--- config.mk ---
export PLATFORM = sky130hd
export DESIGN_NAME = conv_mac
export DESIGN_NICKNAME = d
export VERILOG_FILES = /design/src/rtl/conv_mac.sv
export SDC_FILE = /design/constraint.sdc
export NUM_CORES = 1
export LEC_CHECK = 0
export CORE_MARGIN = 2
export CORE_UTILIZATION = 50
export CTS_CLUSTER_DIAMETER = 80
export DETAILED_ROUTE_END_ITERATION = 12
export HOLD_SLACK_MARGIN = 0.03
export PLACE_DENSITY_LB_ADDON = 0.3
export SETUP_SLACK_MARGIN = 0.2
export SYNTH_ARGS = -nofsm -noshare
export SYNTH_HDL_FRONTEND = slang
export SYNTH_SLANG_ARGS = --single-unit
--- constraint.sdc ---
create_clock -name Clk -period 16.1 [get_ports Clk]
set_clock_uncertainty 0.15 [all_clocks]
set_input_delay 3.22 -clock Clk [delete_from_list [all_inputs] [get_ports Clk]]
set_output_delay 3.22 -clock Clk [all_outputs]
set_load 0.05 [all_outputs]
--- src/rtl/conv_mac.sv ---
// rtl/conv_mac.sv - pipelined, back-pressured multiply-accumulate for convolution windows
module conv_mac #(
  parameter int DATA_W = 8,
  parameter int COEF_W = 9,
  parameter int ACC_W  = 32,
  parameter int SHIFT  = 4
) (
  input  logic                     Clk,
  input  logic                     reset,
  input  logic [2:0]               kernel_size,
  input  logic                     in_valid,
  output logic                     in_ready,
  input  logic [DATA_W-1:0]        in_pixel,
  input  logic signed [COEF_W-1:0] in_coef,
  input  logic                     in_pad,
  input  logic                     in_last,
  output logic                     out_valid,
  input  logic                     out_ready,
  output logic [DATA_W-1:0]        out_data,
  output logic                     tap_err,
  output logic [15:0]              win_count
);

  localparam int PROD_W = DATA_W + COEF_W + 1;
  // Half an output LSB; zero when no shift is applied.
  localparam logic signed [ACC_W-1:0] RND     = ACC_W'((1 << SHIFT) >> 1);
  localparam logic signed [ACC_W-1:0] SAT_MAX = ACC_W'((1 << DATA_W) - 1);

  // Tap counter / window bookkeeping
  logic [5:0]               r_tap_cnt;
  logic [2:0]               r_k;
  logic                     r_tap_err;

  // Stage 1: registered product and window flags
  logic signed [PROD_W-1:0] r_prod;
  logic                     r_first;
  logic                     r_last;
  logic                     r_v1;

  // Stage 2: accumulator and output register
  logic signed [ACC_W-1:0]  r_acc;
  logic                     r_out_valid;
  logic [DATA_W-1:0]        r_out_data;
  logic [15:0]              r_win_count;

  logic                     w_en;
  logic                     w_accept;
  logic [2:0]               w_k;
  logic [5:0]               w_kk;
  logic [5:0]               w_cnt_next;
  logic                     w_full;
  logic                     w_close;
  logic signed [PROD_W-1:0] w_pix_ext;
  logic signed [PROD_W-1:0] w_coef_ext;
  logic signed [PROD_W-1:0] w_prod;
  logic signed [ACC_W-1:0]  w_prod_ext;
  logic signed [ACC_W-1:0]  w_base;
  logic signed [ACC_W-1:0]  w_sum;
  logic signed [ACC_W-1:0]  w_rnd;
  logic signed [ACC_W-1:0]  w_shr;
  logic [DATA_W-1:0]        w_sat;
  logic                     w_load;

  // The whole pipeline freezes only while a result is waiting and downstream refuses it.
  assign w_en     = !(r_out_valid && !out_ready);
  assign w_accept = in_valid && w_en;

  // Kernel size is taken live at the start of a window and held for the rest of it;
  // even sizes round up to the next odd size.
  assign w_k        = (r_tap_cnt == 6'd0) ? (kernel_size | 3'd1) : r_k;
  assign w_kk       = 6'(w_k) * 6'(w_k);
  assign w_cnt_next = r_tap_cnt + 6'd1;
  assign w_full     = (w_cnt_next == w_kk);
  assign w_close    = in_last || w_full;

  // Pixel is unsigned, so it gets a zero sign bit before the signed multiply.
  assign w_pix_ext  = PROD_W'($signed({1'b0, in_pixel}));
  assign w_coef_ext = PROD_W'(in_coef);
  assign w_prod     = in_pad ? '0 : (w_pix_ext * w_coef_ext);

  // The first tap of a window restarts the sum instead of adding to stale state.
  assign w_prod_ext = {{(ACC_W-PROD_W){r_prod[PROD_W-1]}}, r_prod};
  assign w_base     = r_first ? '0 : r_acc;
  assign w_sum      = w_base + w_prod_ext;
  assign w_rnd      = w_sum + RND;
  assign w_shr      = w_rnd >>> SHIFT;
  assign w_load     = w_en && r_v1 && r_last;

  // Clamp the rounded, shifted sum into the unsigned output range.
  always_comb begin
    w_sat = '0;
    if (w_shr < 0) begin
      w_sat = '0;
    end else if (w_shr > SAT_MAX) begin
      w_sat = '1;
    end else begin
      w_sat = w_shr[DATA_W-1:0];
    end
  end

  // Count taps, latch kernel size at window start, flag malformed window lengths.
  always_ff @(posedge Clk) begin
    if (reset) begin
      r_tap_cnt <= '0;
      r_k       <= 3'd1;
      r_tap_err <= 1'b0;
    end else if (w_accept) begin
      if (r_tap_cnt == 6'd0) begin
        r_k <= kernel_size | 3'd1;
      end
      r_tap_cnt <= w_close ? 6'd0 : w_cnt_next;
      if ((in_last && !w_full) || (!in_last && w_full)) begin
        r_tap_err <= 1'b1;
      end
    end
  end

  // Stage 1: register the product with its first/last window markers.
  always_ff @(posedge Clk) begin
    if (reset) begin
      r_v1    <= 1'b0;
      r_prod  <= '0;
      r_first <= 1'b0;
      r_last  <= 1'b0;
    end else if (w_en) begin
      r_v1 <= w_accept;
      if (w_accept) begin
        r_prod  <= w_prod;
        r_first <= (r_tap_cnt == 6'd0);
        r_last  <= w_close;
      end
    end
  end

  // Stage 2: accumulate every valid product.
  always_ff @(posedge Clk) begin
    if (reset) begin
      r_acc <= '0;
    end else if (w_en && r_v1) begin
      r_acc <= w_sum;
    end
  end

  // Output register: load on window close, drop valid once the result is taken.
  always_ff @(posedge Clk) begin
    if (reset) begin
      r_out_valid <= 1'b0;
      r_out_data  <= '0;
      r_win_count <= '0;
    end else if (w_en) begin
      r_out_valid <= w_load;
      if (w_load) begin
        r_out_data  <= w_sat;
        r_win_count <= r_win_count + 16'd1;
      end
    end
  end

  assign in_ready  = w_en;
  assign out_valid = r_out_valid;
  assign out_data  = r_out_data;
  assign tap_err   = r_tap_err;
  assign win_count = r_win_count;

endmodule

# == After elaboration in Yosys (flattened, before gate mapping) ==
# Index checks and enable logic that the tools add are counted.
# word_totals
register_bits,88
output_inout_bits,27
input_bits,26
# op_classes
eq_ne,1
mul,2
magnitude_cmp,2
add_sub_neg,4
muxes,6
reduce_logical,16
bitwise,1
# ops
op,count
32-bit by 18-bit adder with 32-bit output,1
"32-bit by 5-bit adder with 32-bit output, second input constant",1
32-bit two-way mux,1
"28-bit by 9-bit greater-than comparator with 1-bit output, second input constant",1
"28-bit by 1-bit less-than comparator with 1-bit output, second input constant",1
9-bit by 9-bit multiplier with 18-bit output,1
18-bit two-way mux,1
"16-bit by 1-bit adder with 16-bit output, second input constant",1
8-bit two-way mux,2
"6-bit by 1-bit adder with 6-bit output, second input constant",1
6-bit == test,1
1-bit logical AND,6
6-bit logical NOT,1
3-bit by 3-bit multiplier with 6-bit output,1
6-bit two-way mux,1
2-bit AND reduction,3
1-bit logical NOT,4
3-bit two-way mux,1
1-bit logical OR,2
1-bit NOT,1

# == Longest topological paths before layout ==
# Gate-level depths: netlist (run 1).
# logic_depth
depth_word,8
mapped_depth,25

# == Worst setup path before layout (run 1) ==
# Ideal clock, no wire load.
# synth_path
path_type,input port to flip-flop
start,in in_pixel[3]
end,reg r_prod[15]
arrival_ns,7.997
n_path_buf,1
required_time_ns,15.880
setup_time_ns,0.070
path_stages,25
slack_ns,7.882
cell_sequence,clkbuf_1 -> nand2_1 -> fa_1 -> fa_1 -> inv_1 -> ha_1 -> inv_1 -> fa_1 -> inv_1 -> ha_1 -> ha_1 -> inv_1 -> fa_1 -> nor2b_1 -> o21ai_0 -> a21boi_0 -> o21ai_0 -> a21boi_0 -> o21ai_0 -> a21boi_0 -> o21ai_0 -> nand2b_1 -> xnor2_1 -> or3_1 -> a21oi_1
# synth_via
elab_chain_len,2
# synth_rtl
element,line_no,source
"start, declared",13,"input logic [DATA_W-1:0] in_pixel,"
9-bit by 9-bit multiplier with 18-bit output,79,assign w_prod = in_pad ? '0 : (w_pix_ext * w_coef_ext);
18-bit two-way mux,79,
"end signal, assigned",128,r_prod <= w_prod;
"end, declared",35,logic signed [PROD_W-1:0] r_prod;
# No other way between the ends.
# A chain may end at the register's enable or synchronous reset.

# == Final worst setup path (run 1) ==
# layout_path
start,in in_coef[8]
end,reg r_prod[15]
# layout_via
elab_chain_len,2
# layout_rtl
element,line_no,source
"start, declared",14,"input logic signed [COEF_W-1:0] in_coef,"
9-bit by 9-bit multiplier with 18-bit output,79,
18-bit two-way mux,79,
# No other way between the ends.

==> run summary, run 1 <==
The worst-margin pin slew came out at 923 ps. In this run the deepest clock path goes through 2 buffers. Of all flip-flops after synthesis, the portion carrying an async set or reset was 0%. The highest fanout seen on the critical path is 10. The floorplan step defined a die boundary enclosing 18800 um2.

The flow ran to the end, and the final reports show no timing, DRC or antenna violations. The H-tree level count came out at 3. The worst reg-to-reg path cell count is 16. The post-detailed-route count of antenna-violating nets came out at 0. Measured against its own limit, the worst slew margin works out to 38.4%. The most critical setup path has its endpoint at r_prod[15]. The vertical extent of the die came out at 137 um. The final cycle utilization of the critical path is 54.9%. The number of filler instances in the final layout is 1610.

The remaining design rule violation count came out at 0. The post-detailed-route wirelength per cell is 14.9 um. The layout overhead on the synthesized area came out at 10.7%.

Across the VDD grid, the largest voltage drop is 0.0540 mV. The clock period minus final worst setup slack came out at 8840 ps. Post-CTS timing repair inserted 0 buffers for setup. The maximum clock frequency is 113 MHz. STA classifies the critical path endpoint as a flop. TritonCTS created 9 clock buffers.

The number of top-level pins came out at 53. In this run the worst setup path begins at in_coef[8]. The number of standard-cell rows in the floorplan is 48.

The total overflow left after global routing is 0. Routability-driven placement finished with a final weighted congestion of 0.883. The library cell occupying the most area in the post-synthesis netlist is sky130_fd_sc_hd__dfxtp_1. Measured along the x axis, the die boundary spans 137 um. The via count of the first global-routing pass came to 7106.

The required time of the critical path came out at 16230 ps. Each instance of the synthesized netlist takes up on average 7.96 um2. The count of final hold-check violations came out at 0.

The via count came out at 7668. Across the run, the number of max-cap violations was 0. The wire length of the first global-routing pass came out at 34000 um.

The half-perimeter wire length of the detailed placement result is 15600 um. Entering global routing, the biggest net connects 85 pins. In this run the register-to-register setup slack is 11410 ps. STA classifies the critical path startpoint as an input pin. After clock tree synthesis, the repair step resized 0 gates. The total negative setup slack came out at 0 ps. The aggregate routed wire length came out at 20300 um. The total standard cell area after synthesis is 8850 um2. The count of TritonRoute iterations in the first routing pass is 5. The kind of critical path is in2reg.

In this run the critical register-to-register path is launched from r_first. Cells with a size suffix above 1 make up 5.54% of the layout. For this run, the leading register cell type out of synthesis is sky130_fd_sc_hd__dfxtp_1. The register bit total from synthesis came out at 88. The clock latency of the later-clocked register in the worst-skew pair came out at 360 ps.

For the worst setup path, the data arrival time is 8970 ps. The number of vias per cell is 5.63. The total nets after synthesis is 1272.

Setup repair after global routing left no endpoint under its margin. The net count of the finished layout is 1293. In the synthesized netlist, the cells that appear most often are sky130_fd_sc_hd__nand2_1 (163), sky130_fd_sc_hd__nor2_1 (94), sky130_fd_sc_hd__ha_1 (90), sky130_fd_sc_hd__dfxtp_1 (88), sky130_fd_sc_hd__a21oi_1 (87).

The count of buffers added on input and output ports is 51. The clock net sink count came out at 88. In this run, the number of DRC markers left after iteration 0 of detailed routing was 385. The core footprint is 17300 um2. The final number of max-transition violations came out at 0. The overall routing resource usage came out at 22.5%.

In this run the critical register-to-register path is captured at out_data[1]. The number of antenna violations at the first check in global routing came out at 0. The post-synthesis cell count is 1112. For this run, the number of Yosys warnings is 0.

The final setup violation count came out at 0. The number of hold buffers added after cts came out at 0. The path class of the tightest hold or removal check is reg2reg. The number of cells traversed by the worst hold path is 2. The starting utilization of the core area is 51.2%.

The areal power density over the cells came out at 87.8 nW/um2. In the post-synthesis netlist, the cell with the most instances is sky130_fd_sc_hd__nand2_1. The final antenna diode count came out at 0. The post-route non-filler standard cell count came out at 1363. By area the synthesized netlist is led by sky130_fd_sc_hd__dfxtp_1 (20%), sky130_fd_sc_hd__ha_1 (13%), sky130_fd_sc_hd__fa_1 (10%). The standby leakage power came out at 4.30 nW. Clock tree synthesis selected as its root buffer the cell sky130_fd_sc_hd__clkbuf_16. The sequential cell area fraction in the yosys report is 19.9%. The CTS tree is yes.

The clock slew at the register clock pins of the worst setup and hold paths is 60 ps. Yosys mapped the design onto 87 distinct sky130hd cell types. The share of synthesized area in the top cell type comes to 19.9%. The number of synthesized flops with an enable pin is 0.

The number of placed instances with taps included is 1347. Measured on the finished design, the core utilization comes to 56.6%.
area by class of cell:
cell class	count	area, um2	area share (%)
multi-input combinational	900	6600	67.4
timing repair buffer	57	551	5.62
clock inverter	6	77.6	0.792
tap	225	282	2.87
inverter	77	289	2.95
sequential	88	1760	18.0
clock buffer	10	229	2.34
metrics by stage:
step	instance area (um2)	power (mW)	hold slack [ps]	setup WS, ps
finish	9790	0.860	298	7260
global route	9790	0.931	322	6880
CTS	9790	0.867	301	7250
detailed placement	9490	0.641	292	6920
global placement	9490	0.639	288	6960
floorplan	8850	0.555	282	7880
sequential cells by signal, indices dropped and copies added (netlist names):
name and cells:
tap_err 1, r_prod 18, r_k 3, r_last 1, r_first 1, win_count 16
r_acc 32, out_data 8, out_valid 1, r_v1 1, r_tap_cnt 6
routing by layer:
layer / vias up / routed length, um / GRT usage [%]
met5: - / 0 / 0
met4: 0 / 342 / 5.96
met3: 28 / 700 / 4.15
met2: 131 / 9710 / 38.0
met1: 3628 / 9560 / 29.4
li1: 3881 / - / -
worst min path at each step:
stage / start / end / slack [ps]
3_5_place_dp: r_acc[22] / r_acc[22] / 290
5_1_grt: r_acc[4] / r_acc[4] / 320
3_3_place_gp: r_acc[22] / r_acc[22] / 290
2_1_floorplan: r_acc[0] / r_acc[0] / 280
6_report: r_acc[22] / r_acc[22] / 300
4_1_cts: r_acc[22] / r_acc[22] / 300
placed cells by master, fill, tap and decap left out, drive strengths merged, types with 4 or more instances in the layout:
cell type / Yosys / layout
or3: 5 / 5
clkbuf: 41 / 10
nand3: 25 / 25
nand2b: 12 / 12
a31o: 4 / 4
fa: 44 / 44
and3: 10 / 10
nor2: 95 / 95
nor3: 21 / 21
o21a: 4 / 4
buf: 6 / 7
o211a: 4 / 4
a22oi: 10 / 10
a211oi: 12 / 12
dfxtp: 88 / 88
nand3b: 8 / 8
o21bai: 5 / 5
a221oi: 4 / 4
clkdlybuf4s50: 0 / 50
mux2i: 8 / 8
a21o: 11 / 11
nand4: 13 / 13
xor2: 29 / 29
ha: 90 / 90
a221o: 7 / 7
o21ai: 28 / 28
a21boi: 6 / 6
nor2b: 42 / 42
o211ai: 14 / 14
nand2: 164 / 164
a31oi: 8 / 8
a211o: 5 / 5
and2: 36 / 36
a21oi: 91 / 91
and4: 7 / 7
xnor2: 37 / 37
inv: 77 / 79
nor4: 13 / 13
cells by family after synthesis:
family                   synth area share [%]
flip-flops                               19.9
buffers and inverters                    5.44
multiplexers                            0.905
adder cells (fa/ha/maj)                  22.7
AND/OR/NAND/NOR                          25.9
AO/OA/AOI/OAI                            18.3
XOR/XNOR                                 6.87
worst max-delay path, stage by stage:
cell and delay [ps]:
sky130_fd_sc_hd__clkdlybuf4s50_1 750, sky130_fd_sc_hd__nand2b_1 150, sky130_fd_sc_hd__fa_1 520, sky130_fd_sc_hd__fa_1 540, sky130_fd_sc_hd__inv_1 50, sky130_fd_sc_hd__fa_1 500, sky130_fd_sc_hd__fa_1 570, sky130_fd_sc_hd__fa_1 420
sky130_fd_sc_hd__ha_1 340, sky130_fd_sc_hd__o21ai_0 120, sky130_fd_sc_hd__a21boi_0 250, sky130_fd_sc_hd__o21ai_0 150, sky130_fd_sc_hd__a21boi_0 240, sky130_fd_sc_hd__o21ai_0 130, sky130_fd_sc_hd__a21boi_0 260, sky130_fd_sc_hd__o21ai_0 120
sky130_fd_sc_hd__nand2b_1 110, sky130_fd_sc_hd__xnor2_1 70, sky130_fd_sc_hd__or3_1 300, sky130_fd_sc_hd__a21oi_1 130
power by group:
part	leakage [nW]	internal, mW	switching (mW)	total, mW
clock network	0.147	0.123	0.0960	0.219
registers	0.714	0.233	0.0108	0.244
logic	3.44	0.168	0.228	0.396
(Power assumes the default switching activity.)
==> run 2, diff against run 1 <==
==> constraint.sdc (replaced) <==
create_clock -name Clk -period 8.8 [get_ports Clk]
set_clock_uncertainty 0.15 [all_clocks]
set_input_delay 1.76 -clock Clk [delete_from_list [all_inputs] [get_ports Clk]]
set_output_delay 1.76 -clock Clk [all_outputs]
set_load 0.05 [all_outputs]
==> run 2 against run 1 <==
  * Design area increased by 0.14%
  * Critical path depth increased by 5
  * Register-to-register slack got worse by 7300 ps
  * Worst hold slack about the same
  * Final cell count about the same
  * Worst setup slack got worse by 5800 ps
  * Via count decreased by 0.23%
  * Die area unchanged
==> run summary, run 2 (synthesis gave the netlist of run 1 again) <==
The smallest setup slack after layout is 1510 ps (-5750 ps). The worst hold path class is reg2reg. The post-cts resize count came to 0 (unchanged). The post-CTS setup repair buffer count came out at 0 (unchanged). The highest fanout seen on the critical path is 9 (-1). The minimum setup slack after placement is 1120 ps (-5800 ps). The design internal power is 961 uW (+83%).

The flow ran to the end, and the final reports show no timing, DRC or antenna violations. The vertical extent of the die is 137 um (unchanged). The topmost layer with routed signal wires is met4. Derived from the worst setup path, the maximum achievable clock frequency is 137 MHz.

The post-detailed-route count of antenna-violating nets was 0 (unchanged). The number of hold buffers added after cts is 0 (unchanged). The layout overhead on the synthesized area came out at 10.8%.

The sum of overflow across all layers after global routing was 0 (unchanged). The worst-case headroom to the max-slew limit is 40.9% (+2.4 points). The sum of internal, switching and leakage power is 1.57 mW (+83%). The number of placed instances with taps included is 1348 (+0.074%). The kind of critical path is in2reg. The length of routed wiring on met1 came out at 9490 um (-0.76%). The routed length on met2 came to 9780 um (+0.65%). The data arrival at the endpoint of the critical path came out at 7420 ps (-1550 ps). Setup repair after global routing left no endpoint under its margin.

The number of flip-flops under the largest register name is 32 (unchanged). The worst-case clock buffer depth came out at 2 (unchanged). The final critical path takes up 82.9% of the cycle. The final setup violation count came to 0 (unchanged). The startpoint identified for the worst register-to-register timing path is r_first.

The remaining design rule violation count came to 0 (unchanged). The pin count of the biggest net entering global routing came out at 85 (unchanged). The post-layout instance area came out at 9810 um2 (+0.14%). The worst ir drop on vdd is 0.102 mV (+88%). The total negative setup slack is 0 ps (unchanged). The switching portion of total power is 38.9% (-0.070 points). The cell area after placement is 9490 um2 (about the same). The aggregate routed wire length is 20400 um (+0.42%). The wire length of the first global-routing pass is 34000 um (+0.10%).

The number of top-level pins is 53 (unchanged). The iteration-0 DRC count of the detailed router is 548 (+42%). The areal power density over the cells is 160 nW/um2 (+83%). The startpoint type of the worst setup path is an input pin. The combinational group share of total power is 45.8% (-0.3 points). The number of vias per cell is 5.61 (-0.31%).

The count of final hold-check violations was 0 (unchanged). The final number of max-transition violations is 0 (unchanged). The final antenna diode count came out at 0 (unchanged). The area of the die is 18800 um2 (unchanged).

The worst-margin pin slew came out at 887 ps (-36.3 ps). The number of standard-cell rows in the floorplan was 48 (unchanged). The net switching component of the power is 611 uW (+83%). The global placer's final weighted congestion was 0.892 (+1.0%). The final net count was 1294 (+0.077%). The post-route non-filler standard cell count came out at 1364 (+0.073%). The post-detailed-route wirelength per cell came out at 15.0 um (+0.35%).

In this run the clock root is driven by a sky130_fd_sc_hd__clkbuf_16. The worst hold margin is 299 ps (+0.379 ps). The number of antenna violations at the first check in global routing is 0 (unchanged). The via count was 7650 (-0.23%). The number of clock buffers inserted by TritonCTS came out at 9 (unchanged).

Counting flops per register, the top entry is r_acc. The overall routing resource usage is 22.5% (about the same). The final core area utilization came out at 56.7% (+0.080 points). The count of buffers inserted at the top-level ports came out at 51 (unchanged). The clock slew at the register clock pins of the worst setup and hold paths came out at 70 ps (about the same). The top cell types in the final layout, fill and taps aside, are sky130_fd_sc_hd__nand2_1 (163), sky130_fd_sc_hd__nor2_1 (94), sky130_fd_sc_hd__ha_1 (90).

The standby leakage power came out at 4.31 nW (+0.21%). The critical path starts at in_pixel[3]. The sequential share of power came out at 28.4% (about the same). The starting utilization of the core area came out at 51.2% (unchanged).

The worst hold path begins at r_acc[20]. The clock net sink count is 88 (unchanged). The half-perimeter wire length of the detailed placement result is 15700 um (+1.0%). The via count of the first global-routing pass came out at 7092 (-0.20%). The core footprint came to 17300 um2 (unchanged). Leaving out fill and tap cells, the most frequent cell in the layout is sky130_fd_sc_hd__nand2_1. The required time of the critical path came out at 8930 ps (-7300 ps). The number of max-cap violations came out at 0 (unchanged). The layout cell share with drive strength beyond 1 came out at 5.71% (+0.17 points). The CTS tree is yes. The number of filler instances in the final layout came out at 1643 (+2.0%). The clock period minus final worst setup slack is 7290 ps. The count of TritonRoute iterations in the first routing pass came out at 5 (unchanged).

The clock network fraction of total power came out at 25.8% (+0.3 points). The total length of routed met3 wires is 830 um (+19%). The clock latency of the later-clocked register in the worst-skew pair is 360 ps (about the same). The horizontal extent of the die is 137 um (unchanged).

STA classifies the critical path endpoint as a flop. The H-tree level count is 3 (unchanged).
run 2: changes by cell type in the layout (fill, tap and decap cells not counted), sizes merged:
cell / before / now
clkbuf: 10 / 9
buf: 7 / 8
inv: 79 / 80
run 2: worst paths after layout:
path            endpoint  slack [ps]  cells past startpoint
max           r_prod[15]        1510                     25
min            r_acc[20]         300                      2
max reg2reg  out_data[1]        4090                     16
min reg2reg    r_acc[20]         300                      2
run 2: critical path, stage by stage:
cell                              delay (ps)
sky130_fd_sc_hd__clkdlybuf4s50_1         670
sky130_fd_sc_hd__nand2_1                 130
sky130_fd_sc_hd__fa_1                    520
sky130_fd_sc_hd__fa_1                    510
sky130_fd_sc_hd__inv_1                    40
sky130_fd_sc_hd__ha_1                    280
sky130_fd_sc_hd__inv_1                    60
sky130_fd_sc_hd__fa_1                    530
sky130_fd_sc_hd__inv_1                    40
sky130_fd_sc_hd__ha_1                    260
sky130_fd_sc_hd__ha_1                    160
sky130_fd_sc_hd__inv_1                    50
sky130_fd_sc_hd__fa_1                    370
sky130_fd_sc_hd__nor2b_1                 160
sky130_fd_sc_hd__o21ai_0                 120
sky130_fd_sc_hd__a21boi_0                250
sky130_fd_sc_hd__o21ai_0                 130
sky130_fd_sc_hd__a21boi_0                250
sky130_fd_sc_hd__o21ai_0                 130
sky130_fd_sc_hd__a21boi_0                250
sky130_fd_sc_hd__o21ai_0                 110
sky130_fd_sc_hd__nand2b_1                110
sky130_fd_sc_hd__xnor2_1                  60
sky130_fd_sc_hd__or3_1                   300
sky130_fd_sc_hd__a21oi_1                 150
run 2: layout make-up:
class	instances	area, um2	share of cell area [%]
Inverter	77	289	2.95
Clock buffer	9	225	2.30
Timing Repair Buffer	58	558	5.69
Clock inverter	7	87.6	0.893
Sequential cell	88	1760	18.0
Multi-Input combinational cell	900	6600	67.3
Tap cell	225	282	2.87
run 2: layer usage:
metal / up-vias / global-route usage (%)
li1: 3869 / -
met1: 3610 / 29.8
met2: 145 / 37.7
met3: 26 / 3.89
met4: 0 / 6.01
met5: - / 0
run 2: power by group through the flow:
stage	clock [mW]	combinational (mW)	sequential [mW]
finish	0.405	0.720	0.447
global route	0.429	0.827	0.450
CTS	0.412	0.729	0.447
detailed placement	0	0.720	0.456
global placement	0	0.713	0.455
floorplan	0	0.553	0.462
==> run 3, diff against run 2 <==
==> constraint.sdc (replaced) <==
create_clock -name Clk -period 7.4 [get_ports Clk]
set_clock_uncertainty 0.15 [all_clocks]
set_input_delay 1.48 -clock Clk [delete_from_list [all_inputs] [get_ports Clk]]
set_output_delay 1.48 -clock Clk [all_outputs]
set_load 0.05 [all_outputs]
==> run 3 against run 2 <==
  * Worst setup slack got worse by 840 ps
  * Clock-buffer cell count did not move
  * Combinational power rose by 22%
  * Flip-flop and latch count did not move
  * Clock power rose by 13%
  * Sequential power rose by 19%
  * Non-clock buffer count rose by 7
  * Wire length rose by 2.0%
  * Die area did not move
  * Power rose by 19%
  * Critical path depth fell by 5
  * Final cell count rose by 0.51%
  * Critical path type unchanged
==> run summary, run 3 (synthesis gave the netlist of run 1 again) <==
The run finished with clean final reports. The post-detailed-route count of antenna-violating nets is 0 (unchanged). The count of TritonRoute iterations in the first routing pass is 5 (unchanged).

The layout cell share with drive strength beyond 1 is 6.28% (+0.58 points). The worst-margin pin slew was 894 ps (+6.76 ps). The highest fanout seen on the critical path came out at 4 (-5). The number of clock buffers inserted by TritonCTS came out at 9 (unchanged). The area of the die is 18800 um2 (unchanged). Setup repair after global routing left no endpoint under its margin. The number of filler instances in the final layout is 1618 (-1.5%).

The number of top-level pins is 53 (unchanged). The H-tree level count came out at 3 (unchanged). r_acc holds more flip-flops than any other register.

The via count is 7639 (-0.14%). The areal power density over the cells is 190 nW/um2 (+18%). The clock net sink count was 88 (unchanged).

The half-perimeter wire length of the detailed placement result came out at 16100 um (+2.4%). The wire length of the first global-routing pass came out at 35000 um (+2.8%). The number of placed instances with taps included came to 1355 (+0.52%).

The sum of overflow across all layers after global routing is 0 (unchanged). The worst ir drop on vdd came out at 0.122 mV (+20%). The remaining design rule violation count came out at 0 (unchanged). The final antenna diode count was 0 (unchanged).

The vertical extent of the die came out at 137 um (unchanged). The iteration-0 DRC count of the detailed router is 451 (-18%). The count of final hold-check violations came out at 0 (unchanged). The horizontal extent of the die came to 137 um (unchanged). The worst-case headroom to the max-slew limit is 40.4% (-0.45 points). The final cycle utilization of the critical path came out at 90.9%.

The cell area after placement is 9550 um2 (+0.55%). The layout overhead on the synthesized area came out at 11.4%. The total negative setup slack came out at 0 ps (unchanged). The number of antenna violations at the first check in global routing came to 0 (unchanged).

The overall routing resource usage came to 23.1% (+0.66 points). TritonCTS built the clock tree. The worst hold path class is reg2reg. The count of buffers inserted at the top-level ports was 51 (unchanged). The library cells used most frequently in the layout, excluding fill and tap cells, are sky130_fd_sc_hd__nand2_1 (163), sky130_fd_sc_hd__nor2_1 (94), sky130_fd_sc_hd__ha_1 (90). The data arrival at the endpoint of the critical path was 6850 ps (-570 ps). Clock tree synthesis selected as its root buffer the cell sky130_fd_sc_hd__clkbuf_16. The startpoint type of the worst setup path is an input pin. The aggregate routed wire length came out at 20800 um (+2.0%).

The most common cell after layout, fill and taps aside is sky130_fd_sc_hd__nand2_1. The worst-case clock buffer depth came out at 2 (unchanged). The post-layout instance area came to 9860 um2 (+0.54%). The required time of the critical path is 7520 ps (-1410 ps). STA classifies the critical path endpoint as a flop.

The final setup violation count is 0 (unchanged). The pin count of the biggest net entering global routing came out at 85 (unchanged). The clock period minus final worst setup slack is 6730 ps. The maximum clock frequency is 149 MHz.

The number of max-cap violations is 0 (unchanged). The sum of internal, switching and leakage power came out at 1.87 mW (+19%). The final net count came to 1301 (+0.54%).

The post-CTS setup repair buffer count came out at 0 (unchanged). The via count of the first global-routing pass is 7279 (+2.6%). The clock slew at the register clock pins of the worst setup and hold paths came out at 70 ps (about the same). The post-detailed-route wirelength per cell is 15.2 um (+1.5%). The number of flip-flops under the largest register name is 32 (unchanged). The core footprint is 17300 um2 (unchanged). The number of vias per cell is 5.57 (-0.65%). The final number of max-transition violations is 0 (unchanged).

The number of standard-cell rows in the floorplan is 48 (unchanged). The standby leakage power is 4.41 nW (+2.5%). The post-route non-filler standard cell count came out at 1371 (+0.51%).

The critical path is of the in2reg type. The starting utilization of the core area came to 51.2% (unchanged). The clock latency of the later-clocked register in the worst-skew pair is 360 ps (about the same). The global placer's final weighted congestion is 0.920 (+3.2%).
run 3: report_power, final:
part	total, mW	internal (mW)	switching (mW)
combinational	0.880	0.375	0.505
sequential	0.532	0.508	0.0240
clock	0.458	0.237	0.220
run 3: metal layers:
metal	global-route usage, %	routed length (um)
met2	39.8	10100
met4	6.82	416
met3	2.96	566
met1	30.2	9720
met5	0	0
run 3: per-stage QoR:
step | utilization (%) | worst slack (ps) | hold WS [ps]
final | 57.0 | 672 | 301
after global routing | 57.0 | 222 | 320
after CTS | 56.9 | 406 | 301
after detailed placement | 55.2 | 44.2 | 292
after global placement | 55.2 | 154 | 287
after floorplan | - | 922 | 282
run 3: repair_timing:
item | CTS | global route
hold buffers | 0 | 0
endpoints found under the setup margin | 0 | 2
gates resized for setup | 0 | 13
run 3: area by class of cell:
type / count / area (um2) / share of cell area [%]
sequential: 88 / 1760 / 17.9
clock buffer: 9 / 225 / 2.28
tap: 225 / 282 / 2.86
clock inverter: 7 / 65.1 / 0.660
multi-input combinational: 900 / 6600 / 67.0
inverter: 77 / 289 / 2.93
timing repair buffer: 65 / 633 / 6.42
run 3: final timing paths:
| check | startpoint | endpoint | slack (ps) | cells after the start |
|---|---|---|---|---|
| hold reg to reg | r_acc[27] | r_acc[27] | 300 | 2 |
| setup reg to reg | r_first | out_data[1] | 2610 | 15 |
| setup / recovery | in_pixel[0] | r_prod[15] | 670 | 20 |
| hold / removal | r_acc[27] | r_acc[27] | 300 | 2 |
run 3: critical path: stages:
cell                              delay (ps)
sky130_fd_sc_hd__clkdlybuf4s50_1         480
sky130_fd_sc_hd__nand2b_1                200
sky130_fd_sc_hd__fa_1                    510
sky130_fd_sc_hd__fa_1                    540
sky130_fd_sc_hd__inv_1                    50
sky130_fd_sc_hd__fa_1                    500
sky130_fd_sc_hd__fa_1                    570
sky130_fd_sc_hd__fa_1                    430
sky130_fd_sc_hd__ha_1                    350
sky130_fd_sc_hd__o21ai_0                 130
sky130_fd_sc_hd__a21boi_1                130
sky130_fd_sc_hd__o21ai_1                 160
sky130_fd_sc_hd__a21boi_1                100
sky130_fd_sc_hd__o21ai_0                 220
sky130_fd_sc_hd__a21boi_1                120
sky130_fd_sc_hd__o21ai_0                 180
sky130_fd_sc_hd__nand2b_1                110
sky130_fd_sc_hd__xnor2_1                 130
sky130_fd_sc_hd__or3_1                   300
sky130_fd_sc_hd__a21oi_1                 150
